`src/rtl/rd_arb.sv`:
```
// rd_arb: round-robin arbiter in front of a shared read engine.
// One requester at a time is granted; the arbiter pulses go to start the
// engine, waits for the engine data strobe, then pulses done to the winner.
// Optional build macro: RD_ARB_TIMEOUT_EN adds a BUSY-cycle watchdog that
// aborts a stalled transaction with a one-cycle err pulse.
module rd_arb #(
    parameter int N_REQ   = 4,
    parameter int TIMEOUT = 16
) (
    input  logic             i_clock,
    input  logic             i_reset,
    input  logic [N_REQ-1:0] i_req,
    output logic [N_REQ-1:0] o_gnt,
    output logic [N_REQ-1:0] o_done,
    output logic             o_err,
    output logic             o_go,
    input  logic             i_ds,
    output logic             o_busy
);

    localparam int               PW       = (N_REQ > 1) ? $clog2(N_REQ) : 1;
    localparam logic [PW-1:0]    PTR_LAST = PW'(N_REQ - 1);
    localparam logic [N_REQ-1:0] ONE_HOT0 = {{(N_REQ-1){1'b0}}, 1'b1};

    typedef enum logic [1:0] {
        ST_IDLE  = 2'd0,
        ST_GRANT = 2'd1,
        ST_BUSY  = 2'd2
    } state_t;

    // Out-of-range parameters leave a visible marker in the elaborated hierarchy.
    if ((N_REQ < 2) || (N_REQ > 8) || (TIMEOUT < 2) || (TIMEOUT > 255)) begin : g_param_out_of_range
    end

    state_t           r_state;
    logic [N_REQ-1:0] r_gnt;
    logic [N_REQ-1:0] r_done;
    logic             r_go;
    logic [PW-1:0]    r_ptr;
    logic [PW-1:0]    r_win;

    logic             w_found;
    logic [PW-1:0]    w_win;
    logic [PW-1:0]    w_sel;
    int               w_idx;

    // Round-robin search: first set request starting one past the last winner, with wrap.
    always_comb begin
        w_found = 1'b0;
        w_win   = r_ptr;
        w_sel   = r_ptr;
        w_idx   = 0;
        for (int k = 1; k <= N_REQ; k++) begin
            w_idx = int'(r_ptr) + k;
            if (w_idx >= N_REQ) begin
                w_idx = w_idx - N_REQ;
            end else begin
                w_idx = w_idx;
            end
            w_sel = PW'(w_idx);
            if (!w_found && i_req[w_sel]) begin
                w_found = 1'b1;
                w_win   = w_sel;
            end else begin
                w_found = w_found;
            end
        end
    end

`ifdef RD_ARB_TIMEOUT_EN
    localparam logic [7:0] CNT_LAST = 8'(TIMEOUT - 1);

    logic       r_err;
    logic [7:0] r_cnt;

    // Arbiter FSM with watchdog: grant, start pulse, completion or abort, pointer update.
    always_ff @(posedge i_clock or posedge i_reset) begin
        if (i_reset) begin
            r_state <= ST_IDLE;
            r_gnt   <= {N_REQ{1'b0}};
            r_done  <= {N_REQ{1'b0}};
            r_go    <= 1'b0;
            r_err   <= 1'b0;
            r_cnt   <= 8'd0;
            r_ptr   <= PTR_LAST;
            r_win   <= PTR_LAST;
        end else begin
            r_go   <= 1'b0;
            r_done <= {N_REQ{1'b0}};
            r_err  <= 1'b0;
            case (r_state)
                ST_IDLE: begin
                    if (w_found) begin
                        r_gnt   <= ONE_HOT0 << w_win;
                        r_win   <= w_win;
                        r_go    <= 1'b1;
                        r_state <= ST_GRANT;
                    end else begin
                        r_gnt   <= {N_REQ{1'b0}};
                    end
                end
                ST_GRANT: begin
                    r_cnt   <= 8'd0;
                    r_state <= ST_BUSY;
                end
                ST_BUSY: begin
                    // Data strobe takes precedence over a watchdog expiry in the same cycle.
                    if (i_ds) begin
                        r_done  <= r_gnt;
                        r_gnt   <= {N_REQ{1'b0}};
                        r_ptr   <= r_win;
                        r_state <= ST_IDLE;
                    end else if (r_cnt == CNT_LAST) begin
                        r_err   <= 1'b1;
                        r_gnt   <= {N_REQ{1'b0}};
                        r_ptr   <= r_win;
                        r_state <= ST_IDLE;
                    end else begin
                        r_cnt   <= r_cnt + 8'd1;
                    end
                end
                default: begin
                    r_gnt   <= {N_REQ{1'b0}};
                    r_state <= ST_IDLE;
                end
            endcase
        end
    end

    assign o_err = r_err;
`else
    // Arbiter FSM: grant, start pulse, wait indefinitely for the strobe, pointer update.
    always_ff @(posedge i_clock or posedge i_reset) begin
        if (i_reset) begin
            r_state <= ST_IDLE;
            r_gnt   <= {N_REQ{1'b0}};
            r_done  <= {N_REQ{1'b0}};
            r_go    <= 1'b0;
            r_ptr   <= PTR_LAST;
            r_win   <= PTR_LAST;
        end else begin
            r_go   <= 1'b0;
            r_done <= {N_REQ{1'b0}};
            case (r_state)
                ST_IDLE: begin
                    if (w_found) begin
                        r_gnt   <= ONE_HOT0 << w_win;
                        r_win   <= w_win;
                        r_go    <= 1'b1;
                        r_state <= ST_GRANT;
                    end else begin
                        r_gnt   <= {N_REQ{1'b0}};
                    end
                end
                ST_GRANT: begin
                    r_state <= ST_BUSY;
                end
                ST_BUSY: begin
                    if (i_ds) begin
                        r_done  <= r_gnt;
                        r_gnt   <= {N_REQ{1'b0}};
                        r_ptr   <= r_win;
                        r_state <= ST_IDLE;
                    end else begin
                        r_state <= ST_BUSY;
                    end
                end
                default: begin
                    r_gnt   <= {N_REQ{1'b0}};
                    r_state <= ST_IDLE;
                end
            endcase
        end
    end

    assign o_err = 1'b0;
`endif

    assign o_gnt  = r_gnt;
    assign o_done = r_done;
    assign o_go   = r_go;
    assign o_busy = (r_state != ST_IDLE);

endmodule

```
`config.mk`:
```
export PLATFORM = sky130hd
export DESIGN_NAME = rd_arb
export DESIGN_NICKNAME = d
export VERILOG_FILES = /design/src/rtl/rd_arb.sv
export SDC_FILE = /design/constraint.sdc
export NUM_CORES = 1
export LEC_CHECK = 0
export ABC_AREA = 1
export CAP_MARGIN = 10
export CORE_MARGIN = 1
export CORE_UTILIZATION = 35
export CTS_CLUSTER_DIAMETER = 40
export DETAILED_ROUTE_END_ITERATION = 6
export GPL_TIMING_DRIVEN = 1
export PLACE_DENSITY = 0.66
export SYNTH_ARGS = -nofsm -noshare
export SYNTH_HDL_FRONTEND = slang
export SYNTH_SLANG_ARGS = --single-unit
```
`constraint.sdc`:
```
create_clock -name i_clock -period 4.2 [get_ports i_clock]
set_clock_uncertainty 0.2 [all_clocks]
set_input_delay 0.84 -clock i_clock [delete_from_list [all_inputs] [get_ports i_clock]]
set_output_delay 0.84 -clock i_clock [all_outputs]
set_load 0.005 [all_outputs]
```
## After elaboration in Yosys (flattened, before gate mapping)

Index checks and enable logic that the tools add are counted.

| storage, ports and cells | value |
|---|---|
| flip-flop bits (word level) | 15 |
| input bits | 7 |
| output and inout bits | 11 |
| word-level logic and storage cells | 69 |

| cells by class | value |
|---|---|
| add/sub/neg operators | 8 |
| magnitude comparators | 8 |
| eq/ne operators | 4 |
| shift-type cells | 1 |
| mux-type cells | 30 |
| bitwise gates (word level) | 1 |
| reductions and logical operators | 11 |

Operator list:

| kind | count |
|---|---|
| two-way mux 2 bit | 10 |
| two-way mux 4 bit | 4 |
| < comparator 2 x 3 -> 1 bit (second input constant) | 4 |
| one-hot mux 4 bit (3 select lines) | 1 |
| two-way mux 1 bit | 10 |
| >= comparator 3 bit (second input constant) | 3 |
| binary-select mux 1 bit (select 2 bit) | 4 |
| subtractor 2 x 1 -> 2 bit (second input constant) | 4 |
| adder 2 x 2 -> 3 bit (second input constant) | 2 |
| one-hot mux 2 bit (3 select lines) | 1 |
| AND reduction 2 bit | 3 |
| adder 2 x 3 -> 4 bit (second input constant) | 1 |
| >= comparator 4 x 3 -> 1 bit (second input constant) | 1 |
| != test 2 bit (second input constant) | 2 |
| left shift 1 x 2 -> 4 bit (first input constant) | 1 |
| adder 2 x 1 -> 3 bit (second input constant) | 1 |
| logical AND 1 bit | 3 |
| logical NOT 1 bit | 3 |
| equality test 2 x 1 -> 1 bit (second input constant) | 1 |
| equality test 2 bit (second input constant) | 1 |
| logical NOT 2 bit | 1 |
| nonzero test 2 bit | 1 |
| inverter 1 bit | 1 |

## Longest topological paths before layout

| logic depth | value |
|---|---|
| depth in word-level cells | 18 |
| depth in mapped cells | 13 |
| depth with buffers taken out | 12 |

## Worst setup path after synthesis

OpenSTA, ideal clock, no wires.

| timing path | value |
|---|---|
| kind | input to register |
| from | in i_req[0] |
| to | reg r_gnt[2], in the netlist o_gnt[2] |
| setup time | 0.116 ns |
| data arrival time | 1.567 ns |
| required time | 3.884 ns |
| path slack | 2.317 ns |
| stages on the path | 10 |
| buffers on the path | 0 |
| cells stage by stage | nand2_1 -> nand2_2 -> nand2_4 -> nand2_4 -> o21ai_1 -> nand2_1 -> nand2_1 -> nand2_2 -> nand2_1 -> nand2_1 |

| between the ends | value |
|---|---|
| word-level cells in the longest chain between the ends | 15 |
| elaborated cells between the ends (all ways) | 25 |
| classes of those cells | shift (1); mux (18); reduce/logical (6) |

Ends and longest elaborated chain:

| item | RTL line | source |
|---|---|---|
| from (decl) | 12 | `input logic [N_REQ-1:0] i_req,` |
| binary-select mux 1 bit (select 2 bit) | 61 | `if (!w_found && i_req[w_sel]) begin` |
| two-way mux 1 bit (implied by the code) | 61 |  |
| two-way mux 1 bit | 61 |  |
| logical NOT 1 bit | 61 |  |
| logical AND 1 bit | 61 |  |
| two-way mux 1 bit | 61 |  |
| logical NOT 1 bit | 61 |  |
| logical AND 1 bit | 61 |  |
| two-way mux 1 bit | 61 |  |
| logical NOT 1 bit | 61 |  |
| logical AND 1 bit | 61 |  |
| two-way mux 2 bit | 61 |  |
| left shift 1 x 2 -> 4 bit | 147 | `r_gnt <= ONE_HOT0 << w_win;` |
| two-way mux 4 bit (*) | 146 | `if (w_found) begin` |
| one-hot mux 4 bit (3 select lines) (*) | 144 | `case (r_state)` |
| to (signal assigned) | 147 |  |
| to (signal assigned) | 152 | `r_gnt <= {N_REQ{1'b0}};` |
| to (signal assigned) | 161 | `r_gnt <= {N_REQ{1'b0}};` |
| to (decl) | 36 | `logic [N_REQ-1:0] r_gnt;` |

Every way passes the cells marked *; elsewhere a longest branch is shown, timed or not. The select of a mux whose other input is x is not followed.
A chain may end at the register's enable or synchronous reset.

## Worst setup path in the final report

| timing path | value |
|---|---|
| from | reg r_state[0] |
| to | out o_busy |

| between the ends | value |
|---|---|
| word-level cells in the longest chain between the ends | 1 |

Ends and longest elaborated chain:

| item | RTL line | source |
|---|---|---|
| from (decl) | 35 | `state_t r_state;` |
| from (signal assigned) | 135 | `r_state <= ST_IDLE;` |
| from (signal assigned) | 150 | `r_state <= ST_GRANT;` |
| from (signal assigned) | 156 | `r_state <= ST_BUSY;` |
| nonzero test 2 bit | 182 | `assign o_busy = (r_state != ST_IDLE);` |
| to (decl) | 18 | `output logic o_busy` |

No other way between the ends.

==> results.toml <==
[cts]
count_of_h_tree_levels_built_during_cts = 1
clock_insertion_delay_worst_skew_ns = 0.28
cts-resized-gates = 0
clock_tree_from_tritoncts = "yes"
cts_post_setup_buffers_inserted = 0
cts.hold.buffers_added = 0
clock_path_buffers = 2
cts_made_buffers = 3
clk_pin_slew_worst_paths_ns = 0.09
cts.sink_count = 15
clock_tree.root_cell = "sky130_fd_sc_hd__clkbuf_4"

[grt]
grtUsageTotal_pct = 14.58
number_of_antenna_violations_at_the_first_check_in_global_routing = 0
grt_start_max_net_pins = 16
globalRouteOverflowTotal = 0
grt_pass1_vias = 780
global_route_wire_length_before_repair_um = 3036

[critical_path]
r2r_endpoint = "o_gnt[3]$_DFFE_PP0P_"
standard_cell_with_the_maximum_stage_delay_on_the_critical_path = "sky130_fd_sc_hd__clkdlybuf4s50_1"
ff2ff_setup_slack_ns = 2.24
cp-start-kind = "flop"
end_kind = "primary output"
timing.rr.start = "r_ptr[0]$_DFFE_PP1P_"
critical_path.max_fanout = 3
path_type_of_the_worst_setup_path = "reg -> out"
max_stage_delay_on_crit_path_ns = 0.46
ordered_list_of_cells_on_the_worst_path = "nor2_1 > inv_1 > clkdlybuf4s50_1"
r2r_cells = 11
worst-endpoint-required_ns = 3.16
cp.arrival_ns = 1.46

[pwr]
total_leakage_power_nw = 0.5800
vdd_drop_max_v = 0.0003309
power.density_nw_per_um2 = 800.3

[logic_synthesis]
sequential_fraction_of_the_synthesis_area_pct = 40.86
synth_largest_type_area_fraction_pct = 29.57
yosys_warnings = 0
netlist_instances = 123
synth.ff_latch_count = 15
yosysTopAreaCell = "sky130_fd_sc_hd__dfrtp_1"
synthesis.nets = 130
syn_area_per_cell_um2 = 7.568
yosysUniqueCellTypes = 23
mapped_cell_area_um2 = 930.9
synth_top_cells_by_area = "sky130_fd_sc_hd__dfrtp_1, sky130_fd_sc_hd__nand2_1, sky130_fd_sc_hd__dfstp_2"

[place]
post-place-ws_ns = 1.693
area_after_dpl_um2 = 1106
place.port_buffers = 16
place_congestion = 0.8368
place.detailed.hpwl_um = 1448

[sta]
tightestPinTransition_ns = 0.5436
fin_ws_ns = 1.704
fmaxAchievable_ghz = 0.4006
fin_crit_sh_pct = 59.44
hold_slack_ns = 0.2963
final_max_slew_viol_count = 0
timing.max_slew.rel_slack_pct = 63.72
grt_setup_unrepaired = "no"
final_setup_tns_ns = 0
hold_viol_final = 0
setup_viol = 0
timing.final.crit_period_ns = 2.496

[drt]
detail_route.wl_per_cell_um = 10.76
vias_per_cell = 4.741
wl_um = 1829
via_count = 806
drc_errors = 0
dr.first_iter.drc_count = 25
drt.antenna.violating_nets = 0
firstDrtPassIters = 4

[run_status]
status = "finished clean"

[run]
max_cap_viol_count = 0

[floorplanning]
die_x_um = 53.57
die-height_um = 53.57
design.portCount = 18
design.die.area_um2 = 2870
floorplan.initialDensity_pct = 37.24
core_um2 = 2500
placement_rows = 18

[finish]
final_core_utilization_pct = 45.35
post_route_cells_drive_above_1_share_pct = 25.00
layout_fillers = 240
n_antenna_cell = 0
final_cell_area_um2 = 1134
nets = 148
syn2layout_area_growth_pct = 21.77

[worst_hold_path]
holdCritPathClass = "reg -> reg"
worstHoldStart = "r_win[1]$_DFFE_PP1P_"
worstHoldEndpoint = "r_win[1]$_DFFE_PP1P_"
hold-path-cell-count = 2
state kept, by name, summed over array words and instances, names as in the netlist:
name,cells
o_done,4
o_gnt,4
o_go,1
r_ptr,2
r_state,2
r_win,2
kinds of logic after synthesis:
logic type / Yosys count / synth area share (%)
other: 1 / 0.4028
AOI/OAI and AO/OA: 6 / 3.225
buffers and inverters: 17 / 9.140
and+or+nand+nor: 84 / 46.37
DFF: 15 / 40.86
where the power goes:
part	internal, W	leakage (nW)	switching, W
clock	0.0000354	0.0177	0.0000445
combinational	0.000210	0.374	0.000364
sequential	0.000208	0.188	0.0000455
critical path, delay by kind of cell, from the launching register on:
kind,cells,cell delay (ns)
flops,1,0.40
simple gates,1,0.22
buf+inv,2,0.55
area by class of cell:
| class | count | area [µm²] | share of cell area, % |
|---|---|---|---|
| multi-input cells | 91 | 465.4 | 41.06 |
| clock inverters | 1 | 5.005 | 0.4415 |
| clock buffers | 3 | 22.52 | 1.987 |
| inverters | 14 | 62.56 | 5.519 |
| well taps | 30 | 37.54 | 3.311 |
| flip-flops and latches | 15 | 380.4 | 33.55 |
| repair buffers | 16 | 160.2 | 14.13 |
Yosys cell counts:
master                     count
sky130_fd_sc_hd__dfrtp_1      11
sky130_fd_sc_hd__nand2_1      45
sky130_fd_sc_hd__dfstp_2       4
sky130_fd_sc_hd__nand2_2      10
sky130_fd_sc_hd__inv_4         1
sky130_fd_sc_hd__nand3_4       1
sky130_fd_sc_hd__inv_1         9
sky130_fd_sc_hd__nor2_4        2
sky130_fd_sc_hd__nand3_2       1
sky130_fd_sc_hd__inv_8         1
sky130_fd_sc_hd__buf_6         1
sky130_fd_sc_hd__clkbuf_1      1
sky130_fd_sc_hd__nand3_1       9
sky130_fd_sc_hd__conb_1        1
sky130_fd_sc_hd__or2_2         1
sky130_fd_sc_hd__nand2_4       5
sky130_fd_sc_hd__a21oi_1       3
sky130_fd_sc_hd__inv_2         3
sky130_fd_sc_hd__nor2_2        2
sky130_fd_sc_hd__o21ai_1       1
sky130_fd_sc_hd__nor2_1        8
sky130_fd_sc_hd__buf_4         1
sky130_fd_sc_hd__o21ai_0       2
layout by cell type, fill, tap and decap left out:
master,instances
sky130_fd_sc_hd__a21oi_1,3
sky130_fd_sc_hd__clkbuf_4,3
sky130_fd_sc_hd__clkdlybuf4s50_1,16
sky130_fd_sc_hd__clkinv_2,1
sky130_fd_sc_hd__conb_1,1
sky130_fd_sc_hd__dfrtp_1,11
sky130_fd_sc_hd__dfstp_2,4
sky130_fd_sc_hd__inv_1,9
sky130_fd_sc_hd__inv_2,3
sky130_fd_sc_hd__inv_4,1
sky130_fd_sc_hd__inv_8,1
sky130_fd_sc_hd__nand2_1,45
sky130_fd_sc_hd__nand2_2,10
sky130_fd_sc_hd__nand2_4,5
sky130_fd_sc_hd__nand3_1,9
sky130_fd_sc_hd__nand3_2,1
sky130_fd_sc_hd__nand3_4,1
sky130_fd_sc_hd__nor2_1,8
sky130_fd_sc_hd__nor2_2,2
sky130_fd_sc_hd__nor2_4,2
sky130_fd_sc_hd__o21ai_0,2
sky130_fd_sc_hd__o21ai_1,1
sky130_fd_sc_hd__or2_2,1
routing by layer:
| metal | track usage (%) | share of wire (%) | routed length [µm] |
|---|---|---|---|
| met2 | 24.38 | 51 | 928 |
| met5 | 0 | 0 | 0 |
| met1 | 17.89 | 44 | 811 |
| met3 | 3.955 | 4.9 | 90 |
| met4 | 5.263 | 0 | 0 |
through the flow:
step                       power, W  cells
after floorplan           0.0007007    123
after global placement    0.0008171    166
after detailed placement  0.0008321    166
after CTS                 0.0009139    170
after global routing      0.0009922    170
final                     0.0009072    170
how the worst max path moves through the flow:
stage,depth (start not counted),start,end
floorplan,10,i_req[0],o_gnt[2]$_DFFE_PP0P_
global placement,12,i_req[0],o_gnt[3]$_DFFE_PP0P_
detailed placement,12,i_req[0],o_gnt[3]$_DFFE_PP0P_
CTS,3,r_state[0]$_DFFE_PP0P_,o_busy
global route,3,r_state[1]$_DFFE_PP0P_,o_busy
finish,3,r_state[0]$_DFFE_PP0P_,o_busy
Power figures use the tool's default switching activity.
